$ cat src/rtl/router_fifo.sv
// Per-port output FIFO of the 1x3 router: 16 x {header marker, byte} with packet length tracking.
// Optional sticky overflow/underflow flags are enabled by defining ROUTER_FIFO_ERR_FLAG_EN.
module router_fifo #(
    parameter int WIDTH  = 8,
    parameter int ADDR_W = 4
) (
    input  logic             clk,
    input  logic             rst,
    input  logic             soft_reset,
    input  logic             wr_en,
    input  logic             lfd_state,
    input  logic [WIDTH-1:0] data_in,
    input  logic             rd_en,
    output logic [WIDTH-1:0] data_out,
    output logic             full,
    output logic             empty,
    output logic             pkt_active,
    output logic             overflow_err,
    output logic             underflow_err
);

    localparam int DEPTH = 2 ** ADDR_W;

    logic [WIDTH:0]  mem [DEPTH];
    logic [ADDR_W:0] wr_ptr;
    logic [ADDR_W:0] rd_ptr;
    logic [6:0]      pkt_cnt;
    logic            do_wr;
    logic            do_rd;
    logic            flush;
    logic [WIDTH:0]  rd_entry;

    assign flush    = rst || soft_reset;
    assign empty    = (wr_ptr == rd_ptr);
    assign full     = (wr_ptr[ADDR_W] != rd_ptr[ADDR_W]) &&
                      (wr_ptr[ADDR_W-1:0] == rd_ptr[ADDR_W-1:0]);
    assign do_wr    = wr_en && !full;
    assign do_rd    = rd_en && !empty;
    assign rd_entry = mem[rd_ptr[ADDR_W-1:0]];

    // Storage is never cleared; only the pointers define what is valid.
    always_ff @(posedge clk) begin
        if (!flush && do_wr) begin
            mem[wr_ptr[ADDR_W-1:0]] <= {lfd_state, data_in};
        end
    end

    always_ff @(posedge clk) begin
        if (flush) begin
            wr_ptr   <= '0;
            rd_ptr   <= '0;
            data_out <= '0;
            pkt_cnt  <= '0;
        end else begin
            if (do_wr) begin
                wr_ptr <= wr_ptr + 1'b1;
            end
            if (do_rd) begin
                rd_ptr   <= rd_ptr + 1'b1;
                data_out <= rd_entry[WIDTH-1:0];
                // Header byte carries payload length in [7:2]; +1 accounts for the parity byte.
                if (rd_entry[WIDTH]) begin
                    pkt_cnt <= {1'b0, rd_entry[7:2]} + 7'd1;
                end else if (pkt_cnt != '0) begin
                    pkt_cnt <= pkt_cnt - 7'd1;
                end
            end
        end
    end

    assign pkt_active = (pkt_cnt != '0);

`ifdef ROUTER_FIFO_ERR_FLAG_EN
    logic overflow_q;
    logic underflow_q;

    always_ff @(posedge clk) begin
        if (flush) begin
            overflow_q  <= 1'b0;
            underflow_q <= 1'b0;
        end else begin
            if (wr_en && full) begin
                overflow_q <= 1'b1;
            end
            if (rd_en && empty) begin
                underflow_q <= 1'b1;
            end
        end
    end

    assign overflow_err  = overflow_q;
    assign underflow_err = underflow_q;
`else
    assign overflow_err  = 1'b0;
    assign underflow_err = 1'b0;
`endif

endmodule

$ cat config.mk
export PLATFORM = sky130hd
export DESIGN_NAME = router_fifo
export DESIGN_NICKNAME = d
export VERILOG_FILES = /design/src/rtl/router_fifo.sv
export SDC_FILE = /design/constraint.sdc
export NUM_CORES = 1
export LEC_CHECK = 0
export CORE_MARGIN = 1
export CORE_UTILIZATION = 30
export DETAILED_ROUTE_END_ITERATION = 10
export PLACE_DENSITY_LB_ADDON = 0.25
export SYNTH_ARGS = -nofsm -noshare
export SYNTH_HDL_FRONTEND = slang
export SYNTH_SLANG_ARGS = --single-unit
$ cat constraint.sdc
create_clock -name clk -period 2.7 [get_ports clk]
set_input_delay 0.675 -clock clk [delete_from_list [all_inputs] [get_ports clk]]
set_output_delay 0.675 -clock clk [all_outputs]
set_load 0.02 [all_outputs]
==> flow_summary.json, run 1 <==
{
  "path_cells": "buf_4 -> mux4_2 -> a22oi_1 -> nand2_1 -> ha_1 -> nand3_1 -> xor2_1 -> o22ai_1",
  "cts.reportedPaths.clkPinSlew_ns": 0.07,
  "setup_ws_ns": 0.182,
  "tns_ns": 0,
  "io_pins": 27,
  "drive_gt1_share_pct": 24.0,
  "vdd.ir_drop.worst_uv": 363,
  "drt_wl_total_um": 14700,
  "power_density_nw_per_um2": 682,
  "slowest_delay_ns": 0.53,
  "required_ns": 3.00,
  "max_freq_mhz": 397,
  "place_inst": 736,
  "grt_pass1_wl_um": 22600,
  "cts-resized-gates": 1,
  "crit_fanout": 10,
  "yosys_warnings": 0,
  "crit_arrival_ns": 2.82,
  "n_antenna_cell": 0,
  "async_flop_share_pct": 0,
  "use_met2_pct": 21.6,
  "dpl.hpwl_um": 9850,
  "drc_errors": 0,
  "syn_area_um2": 6970,
  "via_count": 3722,
  "preCtsSetupSlack_ns": 0.141,
  "drv_cap": 0,
  "synth_seq_cells": 173,
  "period_minus_slack_ns": 2.52,
  "cts_max_level": 4,
  "reg2reg_slack_ns": 0.18,
  "drt-initial-drc-count": 339,
  "syn_avg_cell_area_um2": 16.9,
  "ys_types": 44,
  "fp.dieArea_um2": 23800,
  "avgViaCountPerCell": 4.85,
  "maxSlewViolCount": 0,
  "start_util_pct": 30.7,
  "end_kind": "flip-flop",
  "synth_edf_count": 144,
  "portBuffers": 24,
  "ys.flop_type": "edfxtp_1",
  "grt_usage_pct": 13.1,
  "met3_usage_pct": 2.75,
  "grt_pass1_vias": 3859,
  "top_usage_layer": "met2",
  "antenna_left": 0,
  "status": "finished clean",
  "worst_slew_pin_slew_ns": 0.575,
  "die_w_um": 154,
  "fin_cells": 768,
  "hold_viol_final": 0,
  "core_um2": 22700,
  "clkLatencyLatePin_ns": 0.42,
  "die_h_um": 154,
  "setup-violations-final": 0,
  "clock_skew_ns": 0.0103,
  "root_buffer": "clkbuf_16",
  "fin_crit_sh_pct": 93.3,
  "rsz0062_at_grt": "false",
  "crit_type": "flip-flop to flip-flop",
  "n_fill_cell": 2129,
  "place_congestion": 0.756,
  "antenna_found_initial": 0,
  "routedWlPerCell_um": 19.1,
  "nets": 492,
  "cts_tree": "built",
  "hp-class": "flip-flop to flip-flop",
  "cts_hold_buf": 0,
  "synth_cells": 412,
  "p_leak_nw": 2.70,
  "whs_ns": 0.458,
  "maxSlewHeadroom_pct": 61.4,
  "grt.overflow.total": 0,
  "met1_usage_pct": 16.9,
  "cts_setup_buffers": 0,
  "dr.pass1.iters": 4,
  "grt_max_degree": 27,
  "cts_buffer_depth": 2,
  "cts_buffers": 17,
  "core.rowCount": 55,
  "cpMaxStageDelayCell": "mux4_2",
  "post-route-util_pct": 37.2,
  "startpoint_type": "flip-flop",
  "syn_to_final_growth_pct": 21.1,
  "yosysSeqAreaShare_pct": 70.4,
  "clock_sinks": 173
}
-- final timing paths --
kind,startpoint,end,cells past startpoint
worst max-delay path,flip-flop,pkt_cnt[4]$_SDFFE_PP0P_,8
worst min-delay path,data_out[1]$_SDFFE_PP0P_,data_out[1]$_SDFFE_PP0P_,2
worst max register to register,flip-flop,pkt_cnt[4]$_SDFFE_PP0P_,8
worst min register to register,data_out[1]$_SDFFE_PP0P_,data_out[1]$_SDFFE_PP0P_,2
-- logic make-up (layout without fill, tap and decap cells) --
| family | count (synthesis) | count (layout) | synth area share (%) |
|---|---|---|---|
| DFF | 173 | 173 | 70.4 |
| and+or+nand+nor | 103 | 103 | 6.93 |
| AOI/OAI and AO/OA | 43 | 43 | 4.09 |
| muxes | 41 | 41 | 13.1 |
| buffers and inverters | 26 | 96 | 1.92 |
| xor gates and xnor gates | 17 | 17 | 2.14 |
| adders and majority gates | 8 | 8 | 1.44 |
| other | 1 | 2 | 0.0538 |
-- metrics by stage --
stage / instance area, um^2 / total power [mW]
3_3_place_gp: 7780 / 3.15
4_1_cts: 8440 / 5.81
6_report: 8440 / 5.76
3_5_place_dp: 7780 / 3.15
5_1_grt: 8440 / 5.93
2_1_floorplan: 6970 / 3.06
-- synth_stat cells (2+ instances only) --
| library cell | n | area, um^2 |
|---|---|---|
| nand3_1 | 8 | 40.0 |
| nor2b_1 | 3 | 18.8 |
| o21ai_0 | 5 | 25.0 |
| nor3_1 | 6 | 30.0 |
| nand2b_1 | 3 | 18.8 |
| nor4_1 | 2 | 12.5 |
| and2_1 | 3 | 18.8 |
| buf_4 | 2 | 15.0 |
| buf_2 | 5 | 25.0 |
| nand4_1 | 5 | 31.3 |
| or3_1 | 2 | 12.5 |
| xnor2_1 | 6 | 52.6 |
| o21a_1 | 2 | 15.0 |
| a31oi_1 | 2 | 12.5 |
| dfxtp_1 | 29 | 581 |
| a21oi_1 | 16 | 80.1 |
| edfxtp_1 | 144 | 4320 |
| or2_2 | 2 | 12.5 |
| buf_6 | 3 | 33.8 |
| nand2_1 | 28 | 105 |
| o22ai_1 | 2 | 12.5 |
| and3_1 | 2 | 12.5 |
| mux4_2 | 40 | 901 |
| xor2_1 | 11 | 96.3 |
| buf_1 | 3 | 11.3 |
| clkbuf_1 | 8 | 30.0 |
| ha_1 | 8 | 100 |
| nor2_1 | 34 | 128 |
| inv_1 | 4 | 15.0 |
| a22oi_1 | 10 | 75.1 |
-- state kept, by name (all words and copies together) (netlist names), named ones only --
signal / count
data_out: 8
mem: 144
pkt_cnt: 7
rd_ptr: 5
wr_ptr: 5
-- final cells by class --
cell class	count	area, um^2	area share (%)
Sequential cell	173	4910	58.1
Multi-Input combinational cell	214	1940	22.9
Timing Repair Buffer	59	571	6.76
Clock buffer	17	425	5.04
Tap cell	285	357	4.22
Clock inverter	15	228	2.70
Inverter	5	18.8	0.222
-- routing by layer --
metal	routed length, um	vias up	part of all wire [%]
met5	0	-	0
met2	7240	75	49
met3	478	16	3.3
met1	6730	1909	46
met4	222	0	1.5
li1	-	1722	-
-- report_power, final --
part	switching [mW]	leakage [nW]	internal, mW	total, mW
logic	0.110	0.852	0.0770	0.187
clock network	1.08	0.316	1.59	2.67
registers	0.00776	1.53	2.90	2.90
-- worst max-delay path, delay by kind of cell (launching register included) --
kind,cells,cell delay [ns]
multiplexers,1,0.53
flip-flops,1,0.52
AO/OA/AOI/OAI,2,0.34
buffers and inverters,1,0.27
adder cells (fa/ha/maj),1,0.27
AND/OR/NAND/NOR,2,0.24
XOR/XNOR,1,0.22
-- layout by cell type, fill, tap and decap left out, types with 5 or more instances in the layout --
master           count
buf_4               30
xnor2_1              6
nor3_1               6
inv_6                6
xor2_1              11
nand3_1              8
clkbuf_16           17
edfxtp_1           144
clkdlybuf4s50_1     22
dfxtp_1             26
nand2_1             28
a22oi_1             10
mux4_2              40
buf_12               5
nand4_1              5
ha_1                 8
nor2_1              34
a21oi_1             16
Power figures use the tool's default switching activity.
==> run 2: changes to the inputs <==
--- a/config.mk
+++ b/config.mk
@@ -9,6 +9,7 @@
 export CORE_UTILIZATION = 30
 export DETAILED_ROUTE_END_ITERATION = 10
 export PLACE_DENSITY_LB_ADDON = 0.25
+export RECOVER_POWER = 25
 export SYNTH_ARGS = -nofsm -noshare
 export SYNTH_HDL_FRONTEND = slang
 export SYNTH_SLANG_ARGS = --single-unit
==> flow_summary.json, run 2 (synthesis results as in run 1) <==
{
  "syn_to_final_growth_pct": 21.1,
  "routedWlPerCell_um": 19.1,
  "die_w_um": 154,
  "power_mw": 5.76,
  "crit_path_end": "pkt_cnt[4]$_SDFFE_PP0P_",
  "place_congestion": 0.756,
  "layout_common_cells": "edfxtp_1, mux4_2, nor2_1",
  "end_kind": "flip-flop",
  "grt_pass1_wl_um": 22600,
  "clock_sinks": 173,
  "drt-initial-drc-count": 339,
  "cts.reportedPaths.clkPinSlew_ns": 0.07,
  "setup_ws_ns": 0.182,
  "drc_errors": 0,
  "final_area_um2": 8440,
  "drt_wl_total_um": 14700,
  "crit_fanout": 10,
  "post-route-util_pct": 37.2,
  "drv_cap": 0,
  "fin_crit_sh_pct": 93.3,
  "startpoint_type": "flip-flop",
  "p_leak_nw": 2.70,
  "cts_buffer_depth": 2,
  "met1_usage_pct": 16.9,
  "core.rowCount": 55,
  "reg2reg_slack_ns": 0.18,
  "tns_ns": 0,
  "n_fill_cell": 2129,
  "dpl.hpwl_um": 9850,
  "die_h_um": 154,
  "grt_max_degree": 27,
  "met3_usage_pct": 2.75,
  "crit_type": "flip-flop to flip-flop",
  "dr.pass1.iters": 4,
  "place_inst": 736,
  "placedInstanceArea_um2": 7780,
  "n_antenna_cell": 0,
  "preCtsSetupSlack_ns": 0.141,
  "period_minus_slack_ns": 2.52,
  "cts_max_level": 4,
  "fin_cells": 768,
  "crit_arrival_ns": 2.82,
  "status": "finished clean",
  "required_ns": 3.00,
  "power_density_nw_per_um2": 682,
  "fp.dieArea_um2": 23800,
  "grt_pass1_vias": 3859,
  "hold_viol_final": 0,
  "core_um2": 22700,
  "cts_setup_buffers": 0,
  "nets": 492,
  "cts_buffers": 17,
  "whs_ns": 0.458,
  "rsz0062_at_grt": "false",
  "reg2reg_depth": 8,
  "grt_usage_pct": 13.1,
  "start_util_pct": 30.7,
  "maxSlewHeadroom_pct": 61.4,
  "worst_slew_pin_slew_ns": 0.575,
  "root_buffer": "clkbuf_16",
  "max_freq_mhz": 397,
  "top_usage_layer": "met2",
  "maxSlewViolCount": 0,
  "via_count": 3722,
  "setup-violations-final": 0,
  "clkLatencyLatePin_ns": 0.42,
  "cts_tree": "built",
  "portBuffers": 24,
  "final_common_cell": "edfxtp_1",
  "grt.overflow.total": 0,
  "hp-class": "flip-flop to flip-flop",
  "antenna_left": 0,
  "avgViaCountPerCell": 4.85,
  "clock_skew_ns": 0.0103,
  "io_pins": 27,
  "use_met2_pct": 21.6,
  "largest_reg_flops": 144,
  "antenna_found_initial": 0,
  "r2r_end": "pkt_cnt[4]$_SDFFE_PP0P_",
  "vdd.ir_drop.worst_uv": 363,
  "drive_gt1_share_pct": 24.0
}
[run 2: timing repair]
item                                    CTS  global route
endpoints found under the setup margin    1             2
hold buffers                              0             0
gates resized for setup                   1             3
[run 2: worst min-delay path by stage]
stage                              from  cells after the start  slack, ns                        to
2_1_floorplan   pkt_cnt[6]$_SDFFE_PP0P_                      2       0.46   pkt_cnt[6]$_SDFFE_PP0P_
3_3_place_gp   data_out[7]$_SDFFE_PP0P_                      2       0.45  data_out[7]$_SDFFE_PP0P_
3_5_place_dp   data_out[1]$_SDFFE_PP0P_                      2       0.45  data_out[1]$_SDFFE_PP0P_
4_1_cts        data_out[1]$_SDFFE_PP0P_                      2       0.46  data_out[1]$_SDFFE_PP0P_
5_1_grt        data_out[0]$_SDFFE_PP0P_                      2       0.48  data_out[0]$_SDFFE_PP0P_
6_report       data_out[1]$_SDFFE_PP0P_                      2       0.46  data_out[1]$_SDFFE_PP0P_
[run 2: per-layer routing]
layer / vias to the layer above / routed length, um
li1: 1722 / -
met1: 1909 / 6730
met2: 75 / 7240
met3: 16 / 478
met4: 0 / 222
met5: - / 0
[run 2: cell type report]
| class | count | area [um^2] | share of cell area (%) |
|---|---|---|---|
| sequential | 173 | 4910 | 58.1 |
| multi-input combinational | 214 | 1940 | 22.9 |
| timing repair buffer | 59 | 571 | 6.76 |
| clock buffer | 17 | 425 | 5.04 |
| tap | 285 | 357 | 4.22 |
| clock inverter | 15 | 228 | 2.70 |
| inverter | 5 | 18.8 | 0.222 |
[run 2: critical path, stage by stage, from the launching register on]
cell     delay, ns
dfxtp_2       0.52
buf_4         0.27
mux4_2        0.53
a22oi_1       0.23
nand2_1       0.15
ha_1          0.27
nand3_1       0.09
xor2_1        0.22
o22ai_1       0.11
[run 2: power breakdown]
part / total, mW / internal, mW / switching, mW
registers: 2.90 / 2.90 / 0.00776
logic: 0.185 / 0.0753 / 0.110
clock network: 2.67 / 1.59 / 1.08
==> run 3: changes to the inputs <==
--- a/config.mk
+++ b/config.mk
@@ -5,6 +5,8 @@
 export SDC_FILE = /design/constraint.sdc
 export NUM_CORES = 1
 export LEC_CHECK = 0
+export CELL_PAD_IN_SITES_DETAIL_PLACEMENT = 1
+export CELL_PAD_IN_SITES_GLOBAL_PLACEMENT = 1
 export CORE_MARGIN = 1
 export CORE_UTILIZATION = 30
 export DETAILED_ROUTE_END_ITERATION = 10
==> flow_summary.json, run 3 (synthesis results as in run 1) <==
{
  "via_count": 3796,
  "cts_max_level": 4,
  "cts_tree": "built",
  "place_inst": 731,
  "required_ns": 2.03,
  "crit_arrival_ns": 1.82,
  "reg2reg_depth": 7,
  "hold_viol_final": 0,
  "hp-class": "flip-flop to flip-flop",
  "cts_buffers": 17,
  "holdPathStages": 2,
  "syn_to_final_growth_pct": 21.0,
  "startpoint_type": "flip-flop",
  "drv_cap": 0,
  "antenna_found_initial": 0,
  "die_h_um": 154,
  "setup_ws_ns": 0.207,
  "antenna_left": 0,
  "dr.pass1.iters": 4,
  "dpl.hpwl_um": 10200,
  "fin_cells": 763,
  "drc_errors": 0,
  "cts-resized-gates": 5,
  "max_freq_mhz": 401,
  "final_common_cell": "edfxtp_1",
  "post-route-util_pct": 37.1,
  "period_minus_slack_ns": 2.49,
  "fin_crit_sh_pct": 92.3,
  "fp.dieArea_um2": 23800,
  "grt_usage_pct": 14.5,
  "root_buffer": "clkbuf_16",
  "drive_gt1_share_pct": 23.2,
  "clock_skew_ns": 0.0111,
  "n_antenna_cell": 0,
  "maxSlewViolCount": 0,
  "avgViaCountPerCell": 4.98,
  "core_um2": 22700,
  "tns_ns": 0,
  "nets": 487,
  "setup-violations-final": 0,
  "drt-initial-drc-count": 271,
  "drt_wl_total_um": 16100,
  "rsz0062_at_grt": "false",
  "portBuffers": 24,
  "cts_hold_buf": 0,
  "routedWlPerCell_um": 21.1,
  "place_congestion": 0.721,
  "vdd.ir_drop.worst_uv": 482,
  "grt_pass1_wl_um": 24700,
  "core.rowCount": 55,
  "start_util_pct": 30.7,
  "die_w_um": 154,
  "io_pins": 27,
  "cts_buffer_depth": 2,
  "layout_common_cells": "edfxtp_1, mux4_2, nor2_1",
  "maxSlewHeadroom_pct": 60.2,
  "grt_max_degree": 37,
  "preCtsSetupSlack_ns": 0.0794,
  "crit_fanout": 3,
  "grt_pass1_vias": 3964,
  "power_density_nw_per_um2": 663,
  "p_leak_nw": 2.67,
  "grt.overflow.total": 0,
  "end_kind": "primary output",
  "crit_type": "flip-flop to primary output",
  "largest_reg_flops": 144,
  "worst_slew_pin_slew_ns": 0.596,
  "cts.reportedPaths.clkPinSlew_ns": 0.07,
  "cts_setup_buffers": 0,
  "clkLatencyLatePin_ns": 0.44,
  "status": "finished clean",
  "clock_sinks": 173
}
-- run 3: changes by cell type in the layout (fill, tap and decap cells not counted), sizes merged --
cell	before	now
clkinv	2	4
buf	35	30
bufinv	4	2
-- run 3: final cells by class --
class / count / area, um^2
clock inverters: 15 / 176
multi-input cells: 214 / 1940
well taps: 285 / 357
inverters: 5 / 18.8
fillers: 2278 / 14300
flip-flops and latches: 173 / 4910
repair buffers: 54 / 608
clock buffers: 17 / 425
-- run 3: routing by layer --
| metal | vias up | wire, um | global-route usage (%) | part of all wire, % |
|---|---|---|---|---|
| met1 | 1984 | 7440 | 19.4 | 46 |
| met3 | 16 | 684 | 3.17 | 4.2 |
| met2 | 80 | 7820 | 23.1 | 49 |
| met4 | 0 | 166 | 5.42 | 1.0 |
| met5 | - | 0 | 0 | 0 |
| li1 | 1716 | - | - | - |
-- run 3: worst max-delay path, cell delays in order, from the launching register on --
cell,delay [ns]
dfxtp_1,0.36
inv_1,0.09
ha_1,0.20
nand3_1,0.11
clkdlybuf4s50_1,0.62
-- run 3: final timing paths --
| path | from | endpoint | slack (ns) |
|---|---|---|---|
| setup reg to reg | flip-flop | pkt_cnt[0]$_SDFFE_PP0P_ | 0.28 |
| setup / recovery | pkt_cnt[0]$_SDFFE_PP0P_ | pkt_active | 0.21 |
| hold / removal | data_out[5]$_SDFFE_PP0P_ | data_out[5]$_SDFFE_PP0P_ | 0.46 |
| hold reg to reg | data_out[5]$_SDFFE_PP0P_ | data_out[5]$_SDFFE_PP0P_ | 0.46 |
-- run 3: stage by stage --
step           hold WS, ns  area (um^2)  power [mW]
6_report             0.456         8440        5.59
5_1_grt              0.471         8440        5.76
4_1_cts              0.458         8430        5.66
3_5_place_dp         0.449         7820        3.16
3_3_place_gp         0.449         7820        3.15
2_1_floorplan        0.458         6970        3.06
-- run 3: power breakdown --
part           internal (mW)  switching [mW]  total [mW]
sequential              2.89         0.00672        2.90
clock                   1.40            1.10        2.50
combinational         0.0749           0.114       0.189
